## config.mk

```make
export PLATFORM = sky130hd
export DESIGN_NAME = alarm_tone_gen_flat
export DESIGN_NICKNAME = d
export VERILOG_FILES = /design/src/rtl/alarm_pkg.sv /design/src/rtl/alarm_tone_gen_if.sv /design/src/rtl/alarm_ramp.sv /design/src/rtl/alarm_tone_gen.sv /design/src/flat_wrapper.sv
export SDC_FILE = /design/constraint.sdc
export NUM_CORES = 1
export LEC_CHECK = 0
export CORE_MARGIN = 10
export CORE_UTILIZATION = 50
export DETAILED_ROUTE_END_ITERATION = 8
export GPL_TIMING_DRIVEN = 0
export PLACE_DENSITY = 0.68
export SETUP_SLACK_MARGIN = 0.15
export SYNTH_ARGS = -nofsm -noshare
export SYNTH_HDL_FRONTEND = slang
export SYNTH_HIERARCHICAL = 1
export SYNTH_SLANG_ARGS = --single-unit
```

## constraint.sdc

```tcl
create_clock -name clk -period 2.4 [get_ports clk]
set_input_delay 0.48 -clock clk [delete_from_list [all_inputs] [get_ports clk]]
set_output_delay 0.48 -clock clk [all_outputs]
set_load 0.01 [all_outputs]
```

## src/rtl/alarm_pkg.sv

```systemverilog
// Shared types and default parameters for the alarm tone generator.
package alarm_pkg;

    localparam int unsigned MODE_W = 2;

    typedef enum logic [MODE_W-1:0] {
        SWEEP    = 2'd0,
        SAW      = 2'd1,
        TWO_TONE = 2'd2,
        PULSED   = 2'd3
    } alarm_mode_e;

    localparam int unsigned DEF_DIV_W      = 15;
    localparam int unsigned DEF_RAMP_W     = 7;
    localparam int unsigned DEF_STEP_W     = 19;
    localparam int unsigned DEF_PERIOD_MIN = 32'h4000;
    localparam int unsigned DEF_STEP_SHIFT = 6;

endpackage

```

## src/rtl/alarm_tone_gen_if.sv

```systemverilog
// Control/status bundle between the alarm controller and the tone generator.
interface alarm_tone_gen_if #(
    parameter int unsigned RAMP_W = alarm_pkg::DEF_RAMP_W
);
    logic                          en;
    logic [alarm_pkg::MODE_W-1:0]  mode;
    logic                          beep;
    logic [RAMP_W-1:0]             level;
    logic                          active;

    modport master (output en, output mode, input beep, input level, input active);
    modport slave  (input en, input mode, output beep, output level, output active);
endinterface

```

## src/rtl/alarm_ramp.sv

```systemverilog
// Step timer and pattern ramp: advances the ramp once per 2^STEP_W cycles.
module alarm_ramp
    import alarm_pkg::*;
#(
    parameter int unsigned RAMP_W = DEF_RAMP_W,
    parameter int unsigned STEP_W = DEF_STEP_W
) (
    input  logic              clk,
    input  logic              rst_n,
    input  logic              clear,
    input  alarm_mode_e       mode_q,
    output logic [RAMP_W-1:0] ramp,
    output logic              step_tick_c
);

    localparam logic [RAMP_W-1:0] RAMP_MAX = {RAMP_W{1'b1}};
    localparam logic [STEP_W-1:0] STEP_END = {STEP_W{1'b1}};

    logic [STEP_W-1:0] step_q;
    logic [RAMP_W-1:0] ramp_q;
    logic [RAMP_W-1:0] ramp_d;
    logic              dir_down_q;
    logic              dir_down_d;

    assign step_tick_c = ~clear & (step_q == STEP_END);
    assign ramp        = ramp_q;

    // Next ramp/direction: triangle for SWEEP with one-step endpoint hold, wrapping count otherwise
    always_comb begin
        ramp_d     = ramp_q;
        dir_down_d = dir_down_q;
        if (step_tick_c) begin
            case (mode_q)
                SWEEP: begin
                    if (!dir_down_q) begin
                        if (ramp_q == RAMP_MAX) begin
                            dir_down_d = 1'b1;
                            ramp_d     = RAMP_MAX - RAMP_W'(1);
                        end else begin
                            ramp_d = ramp_q + RAMP_W'(1);
                        end
                    end else begin
                        if (ramp_q == '0) begin
                            dir_down_d = 1'b0;
                            ramp_d     = RAMP_W'(1);
                        end else begin
                            ramp_d = ramp_q - RAMP_W'(1);
                        end
                    end
                end
                default: ramp_d = ramp_q + RAMP_W'(1);
            endcase
        end
    end

    // Timer and ramp registers; clear returns everything to the idle state
    always_ff @(posedge clk or negedge rst_n) begin
        if (!rst_n) begin
            step_q     <= '0;
            ramp_q     <= '0;
            dir_down_q <= 1'b0;
        end else if (clear) begin
            step_q     <= '0;
            ramp_q     <= '0;
            dir_down_q <= 1'b0;
        end else begin
            step_q     <= step_q + STEP_W'(1);
            ramp_q     <= ramp_d;
            dir_down_q <= dir_down_d;
        end
    end

endmodule

```

## src/rtl/alarm_tone_gen.sv

```systemverilog
// Square-wave alarm tone generator with four patterns and a ramp level output.
module alarm_tone_gen
    import alarm_pkg::*;
#(
    parameter int unsigned DIV_W      = DEF_DIV_W,
    parameter int unsigned RAMP_W     = DEF_RAMP_W,
    parameter int unsigned STEP_W     = DEF_STEP_W,
    parameter int unsigned PERIOD_MIN = DEF_PERIOD_MIN,
    parameter int unsigned STEP_SHIFT = DEF_STEP_SHIFT
) (
    input  logic       clk,
    input  logic       rst_n,
    alarm_tone_gen_if.slave bus
);

    localparam logic [0:0] ST_IDLE  = 1'b0;
    localparam logic [0:0] ST_ARMED = 1'b1;

    localparam longint unsigned TOP_PERIOD =
        longint'(PERIOD_MIN) + (((64'd1 << RAMP_W) - 64'd1) << STEP_SHIFT);
    localparam logic [DIV_W-1:0] PMIN = DIV_W'(PERIOD_MIN);

    // Slowest tone period must fit the period register
    if (TOP_PERIOD >= (64'd1 << DIV_W)) begin : g_cfg_check
        $error("alarm_tone_gen: PERIOD_MIN + ramp span overflows DIV_W");
    end

    logic [0:0]        state_q;
    logic [0:0]        state_d;
    logic              run_c;
    logic              arm_c;
    alarm_mode_e       mode_q;
    logic [RAMP_W-1:0] ramp;
    logic              unused_step_tick;
    logic [RAMP_W-1:0] tone_idx_c;
    logic [DIV_W-1:0]  target_c;
    logic              gate_c;
    logic [DIV_W-1:0]  cnt_q;
    logic [DIV_W-1:0]  cur_period_q;
    logic              beep_q;
    logic [RAMP_W-1:0] level_q;

    assign arm_c = (state_q == ST_IDLE) & bus.en;
    assign run_c = (state_q == ST_ARMED) & bus.en;

    // Arm/disarm state register
    always_ff @(posedge clk or negedge rst_n) begin
        if (!rst_n) state_q <= ST_IDLE;
        else        state_q <= state_d;
    end

    // Arm on en rising into idle, drop straight back to idle whenever en falls
    always_comb begin
        state_d = state_q;
        case (state_q)
            ST_IDLE:  if (bus.en)  state_d = ST_ARMED;
            ST_ARMED: if (!bus.en) state_d = ST_IDLE;
            default:  state_d = ST_IDLE;
        endcase
    end

    // Pattern is latched at arm and held until the next disarm
    always_ff @(posedge clk or negedge rst_n) begin
        if (!rst_n)      mode_q <= SWEEP;
        else if (!bus.en) mode_q <= SWEEP;
        else if (arm_c)  mode_q <= alarm_mode_e'(bus.mode);
    end

    alarm_ramp #(
        .RAMP_W (RAMP_W),
        .STEP_W (STEP_W)
    ) u_ramp (
        .clk         (clk),
        .rst_n       (rst_n),
        .clear       (~run_c),
        .mode_q      (mode_q),
        .ramp        (ramp),
        .step_tick_c (unused_step_tick)
    );

    // Tone index and gate per pattern
    always_comb begin
        tone_idx_c = ramp;
        gate_c     = 1'b1;
        case (mode_q)
            TWO_TONE: tone_idx_c = {RAMP_W{ramp[RAMP_W-1]}};
            PULSED: begin
                tone_idx_c = '0;
                gate_c     = ~ramp[RAMP_W-1];
            end
            default: tone_idx_c = ramp;
        endcase
    end

    assign target_c = PMIN + (DIV_W'(tone_idx_c) << STEP_SHIFT);

    // Tone counter; the period only reloads at a wrap so tone cycles are never cut short
    always_ff @(posedge clk or negedge rst_n) begin
        if (!rst_n) begin
            cnt_q        <= '0;
            cur_period_q <= PMIN;
        end else if (!run_c) begin
            cnt_q        <= '0;
            cur_period_q <= PMIN;
        end else if (cnt_q == cur_period_q) begin
            cnt_q        <= '0;
            cur_period_q <= target_c;
        end else begin
            cnt_q        <= cnt_q + DIV_W'(1);
        end
    end

    // Registered buzzer drive and breathing-light level
    always_ff @(posedge clk or negedge rst_n) begin
        if (!rst_n) begin
            beep_q  <= 1'b0;
            level_q <= '0;
        end else begin
            beep_q  <= run_c & gate_c & (cnt_q <= (cur_period_q >> 1));
            level_q <= run_c ? ramp : '0;
        end
    end

    assign bus.beep   = beep_q;
    assign bus.level  = level_q;
    assign bus.active = (state_q == ST_ARMED);

endmodule

```

## src/flat_wrapper.sv

```systemverilog
// flat-port wrapper written by rule: the top's interface ports become plain ports
module alarm_tone_gen_flat import alarm_pkg::*;
#(
    parameter int unsigned DIV_W      = DEF_DIV_W,
    parameter int unsigned RAMP_W     = DEF_RAMP_W,
    parameter int unsigned STEP_W     = DEF_STEP_W,
    parameter int unsigned PERIOD_MIN = DEF_PERIOD_MIN,
    parameter int unsigned STEP_SHIFT = DEF_STEP_SHIFT
)
  (clk, rst_n, bus_en, bus_mode, bus_beep, bus_level, bus_active);
  alarm_tone_gen_if #(.RAMP_W(RAMP_W)) bus_i ();
  input  logic clk;
  input  logic rst_n;
  input wire logic [$bits(bus_i.en)-1:0] bus_en;
  input wire logic [$bits(bus_i.mode)-1:0] bus_mode;
  output wire logic [$bits(bus_i.beep)-1:0] bus_beep;
  output wire logic [$bits(bus_i.level)-1:0] bus_level;
  output wire logic [$bits(bus_i.active)-1:0] bus_active;
  assign bus_i.en = bus_en;
  assign bus_i.mode = bus_mode;
  assign bus_beep = bus_i.beep;
  assign bus_level = bus_i.level;
  assign bus_active = bus_i.active;
  alarm_tone_gen #(.DIV_W(DIV_W), .RAMP_W(RAMP_W), .STEP_W(STEP_W), .PERIOD_MIN(PERIOD_MIN), .STEP_SHIFT(STEP_SHIFT)) u_core (.clk(clk), .rst_n(rst_n), .bus(bus_i));
endmodule
```

; Word-level counts from Yosys, hierarchy flattened
; Index checks and enable logic that the tools add are counted.
; W data, S select, Z words.
[totals]
out_inout_bits = 9
elab_cells = 57
regBits = 68
[op_classes]
n_bitwise = 7
n_reduce_logical = 3
add_sub_neg = 5
order_cmp = 1
n_eq_ne = 9
muxes = 23
[op_table]
columns = op, n
row1 = $mux W15, 4
row2 = $mux W7, 7
row3 = $add A19 B1 Y19 const B, 1
row4 = $eq A19 B19 Y1 const B, 1
row5 = $mux W19, 1
row6 = $add A15 B1 Y15 const B, 1
row7 = $add A15 B13 Y15 const A, 1
row8 = $eq A15 B15 Y1, 1
row9 = $le A15 B14 Y1, 1
row10 = $pmux W7 S2, 1
row11 = $mux W1, 8
row12 = $add A7 B1 Y7 const B, 1
row13 = $eq A7 B7 Y1 const B, 1
row14 = $logic_not A7 Y1, 1
row15 = $sub A7 B1 Y7 const B, 1
row16 = $ne A2 B2 Y1 const B, 3
row17 = $and A1 B1 Y1, 5
row18 = $eq A2 B2 Y1 const B, 2
row19 = $mux W2, 2
row20 = $logic_not A2 Y1, 1
row21 = $ne A2 B1 Y1 const B, 1
row22 = $not A1 Y1, 2
row23 = $reduce_and A2 Y1, 1

; Logic depth before layout (Yosys ltp)
[logic_depth]
word_depth = 6
mapped_depth = 7
mapped_depth_nobuf = 7

; Hierarchy
; Netlist, hierarchy kept.
[by_module_without_submodules]
columns = module, n_inst, cells_per_inst, area_each_um2
row1 = alarm_tone_gen, 1, 188, 1876.8
row2 = alarm_ramp, 1, 175, 1622.8

; Worst setup path before layout
; No wires, ideal clock.
[synth_path]
path_kind = register to register
startpoint = register u_core.u_ramp.ramp_q[3] (netlist: u_core/u_ramp/ramp[3])
endpoint = register u_core.u_ramp.ramp_q[4] (netlist: u_core/u_ramp/ramp[4])
path_slack_ns = 0.682
n_path_buf = 1
path_stages_with_launch = 7
period_less_slack_ns = 1.718
t_arrival_ns = 1.589
path_cell_list = dfrtp_1 > buf_2 > nor4_2 > nor3b_1 > o21ai_0 > o311ai_1 > a21oi_1
[synth_between]
elab_chain_len = 6
word_cells_on_any_way = 10
[synth_rtl]
columns = item, line_no
row1 = "start, declared", alarm_ramp.sv:20  ; logic [RAMP_W-1:0] ramp_q;
row2 = "start signal, assigned", alarm_ramp.sv:68  ; ramp_q <= ramp_d;
row3 = "$add A7 B1 Y7, or another cell as far along", "alarm_ramp.sv:40, alarm_ramp.sv:51"
row4 = "$mux W7, on equally long branches", "alarm_ramp.sv:36, alarm_ramp.sv:43"
row5 = $mux W7, alarm_ramp.sv:35  ; if (!dir_down_q) begin
row6 = $mux W7 (*), alarm_ramp.sv:33  ; case (mode_q)
row7 = $mux W7 (*), alarm_ramp.sv:32  ; if (step_tick_c) begin
row8 = $mux W7 (*), alarm_ramp.sv:62  ; end else if (clear) begin
; Every way passes the cells marked *; elsewhere a longest branch is shown, timed or not. The select of a mux whose other input is x is not followed.
; A chain may end at the register's enable or synchronous reset.

; Final worst setup path
[layout_path]
startpoint = input port bus_en
endpoint = register u_core.u_ramp.ramp_q[5] (netlist: u_core/u_ramp/ramp[5])
[layout_between]
elab_chain_len = 3
word_cells_on_any_way = 4
[layout_rtl]
columns = item, line_no
row1 = "start, declared", flat_wrapper.sv:14  ; input wire logic [$bits(bus_i.en)-1:0] bus_en;
row2 = $and A1 B1 Y1 (*), alarm_tone_gen.sv:44  ; assign run_c = (state_q == ST_ARMED) & bus.en;
row3 = $and A1 B1 Y1, alarm_ramp.sv:25  ; assign step_tick_c = ~clear & (step_q == STEP_END);
row4 = $ne A2 B2 Y1 (no line), -
; Every way passes the cells marked *; elsewhere a longest branch is shown, timed or not.

==> impl_metrics.toml <==
[clock_network]
worstSkewPairLatency_ns = 0.33
cts_buffers = 9
ctsHtreeMaxLevel = 3
cts_resized = 0
cts_tree = "built"
clockRootBuffer = "clkbuf_8"
clockBufferDepth = 2
cts_hold_buffers = 0
cts.clk_slew.worst_paths_ns = 0.07
cts_num_sinks = 60
post_cts_buffers = 0

[finish]
fillers = 607
drive_above_1_share_pct = 11.5
final_cells = 488
final_util_pct = 59.0
finalInstanceArea_um2 = 4010
final_nets = 405
antenna_cells = 0
area_growth_pct = 14.7

[detailed_routing]
drt_iter0_markers = 123
ant_nets = 0
firstDrtPassIters = 4
num_vias = 2684
viasPerCell = 5.50
drcViolationCount = 0
wirelength_mm = 7.04
wl_per_cell_um = 14.4

[worst_setup_path]
path_delay_family = "buffers and inverters"
startpoint_type = "input pin"
path_max_fanout = 10
endpoint_kind = "flop"
r2r_setup_slack_ns = 0.37
worst-setup-path-type = "input pin to flop"
cp_common_cell = "clkbuf_1"
path_cells = "clkdlybuf4s50_1 -> clkbuf_1 -> nand2_1 -> buf_6 -> clkbuf_1 -> a21oi_1"
worstPathArrival_ns = 2.30
slowest_stage = "clkdlybuf4s50_1"
cpPeakStageDelay_ns = 0.48
crit_buf_inv = 4
worstPathRequired_ns = 2.66

[grt]
grt_pass1_vias = 2639
grt_pass1_wl_mm = 12.4
grt_util_all_layers_pct = 13.6
antenna_found_initial = 0
grt_max_degree = 40
grt-ovfl-total = 0

[synthesis]
syn-num-nets = 380
netlist_instances = 362
syn_area_um2 = 3500
yosys_warnings = 6
syn_area_per_cell_um2 = 9.66

[power_and_ir_drop]
switching_share_pct = 21.4
p_int_uw = 1770
p_leak_uw = 0.00164
p_clk_share_pct = 50.3
ir_drop_mv = 0.532
pwr-share-seq_pct = 45.6
p_sw_uw = 482
p_comb_share_pct = 4.1
power.density_cell_area_nw_per_um2 = 560

[place]
dp.cells = 472
dp_slack_ns = 0.0142
portBuffers = 13
place_area_um2 = 3760
gp_congestion = 0.821
dp_hpwl_mm = 5.05

[timing]
setup_ws_ns = 0.356
setup_viol = 0
period_needed_ns = 2.04
max_freq_ghz = 0.489
rsz0062_at_grt = "no"
hold_viol = 0
clock_skew_ns = 0.00694
min_period_over_period_pct = 85.2
relSlewSlack_pct = 52.6
tightest_slew_ns = 0.709
final-max-slew-violation-count = 0

[outcome]
status = "finished clean"

[die]
io-pin-count = 14
die_area_um2 = 10700
core_area_um2 = 6790
dieHeight_um = 104
rows = 30
start_util_pct = 51.5
dieWidth_um = 104

[hold_path]
hp-class = "input pin to async pin"

[run]
maxCapViolCount = 0
registers in the layout, summed over array words and instances, names as in the netlist:
name / flops
u_core/u_ramp/ramp: 7
u_core/u_ramp/step_q: 19
u_core/bus.level: 7
u_core/cur_period_q: 7
u_core/bus.active: 1
u_core/mode_q: 2
u_core/bus.beep: 1
u_core/u_ramp/dir_down_q: 1
u_core/cnt_q: 15
stage by stage:
| stage | hold WS [ns] | total power (uW) | TNS [ns] |
|---|---|---|---|
| detailed placement | 0.484 | 1140 | 0 |
| global route | 0.122 | 2340 | 0 |
| global placement | 0.471 | 1130 | -66.53 |
| CTS | 0.116 | 2280 | 0 |
| floorplan | 0.184 | 1090 | 0 |
| finish | 0.109 | 2250 | 0 |
power by group through the flow:
| stage | logic [uW] | registers, uW | clock network [uW] |
|---|---|---|---|
| after global routing | 103 | 1030 | 1210 |
| after CTS | 94.4 | 1020 | 1160 |
| after global placement | 89.6 | 1040 | 0 |
| after floorplan | 46.0 | 1040 | 0 |
| after detailed placement | 94.2 | 1040 | 0 |
| final | 91.8 | 1030 | 1130 |
per-layer routing:
metal  part of all wire (%)  track usage [%]  routed length, um  vias up
met5                      0                0                  0        -
met4                   0.74             3.13                 52        0
met3                    3.9             4.65                276        6
met2                     49             22.3               3440       49
met1                     46             16.8               3270     1313
li1                       -                -                  -     1316
path summary, 6_finish.rpt:
path | startpoint | endpoint | depth (start not counted)
setup / recovery | bus_en | u_core/u_ramp/ramp[5] | 6
hold / removal | rst_n | u_core/cnt_q[2] | 1
setup reg to reg | u_core/u_ramp/ramp[3] | u_core/u_ramp/ramp[4] | 6
hold reg to reg | u_core/u_ramp/step_q[0] | u_core/u_ramp/step_q[0] | 1
max in group asynchronous | rst_n | u_core/u_ramp/step_q[15] | 2
min in group clk | u_core/u_ramp/step_q[0] | u_core/u_ramp/step_q[0] | 1
placed cells by master (no fill, tap or decap), drive strengths merged, types with 2 or more instances in the layout:
cell and instances:
clkinv 2, nor4 5, nand2b 4, xor2 18, inv 20, and3 8, o311ai 3, dfrtp 60
nor2b 5, o21ai 17, nand3 33, clkbuf 17, mux2i 10, nand4 14, a31oi 2, nand2 22
a21oi 15, bufinv 3, buf 10, nor2 43, and2 2, o21a 2, ha 13, and4 3
clkdlybuf4s50 12, nor3b 4, xnor2 20, or3 5, a21o 2
cell type report:
type / count / area (um^2) / area share (%)
clock inverter: 6 / 111 / 2.78
clock buffer: 10 / 138 / 3.43
inverter: 20 / 75.1 / 1.87
buffer: 15 / 103 / 2.56
sequential: 60 / 1500 / 37.4
timing repair buffer: 14 / 145 / 3.62
multi-input combinational: 267 / 1820 / 45.3
tap: 96 / 120 / 3.00
(Power assumes the default switching activity.)
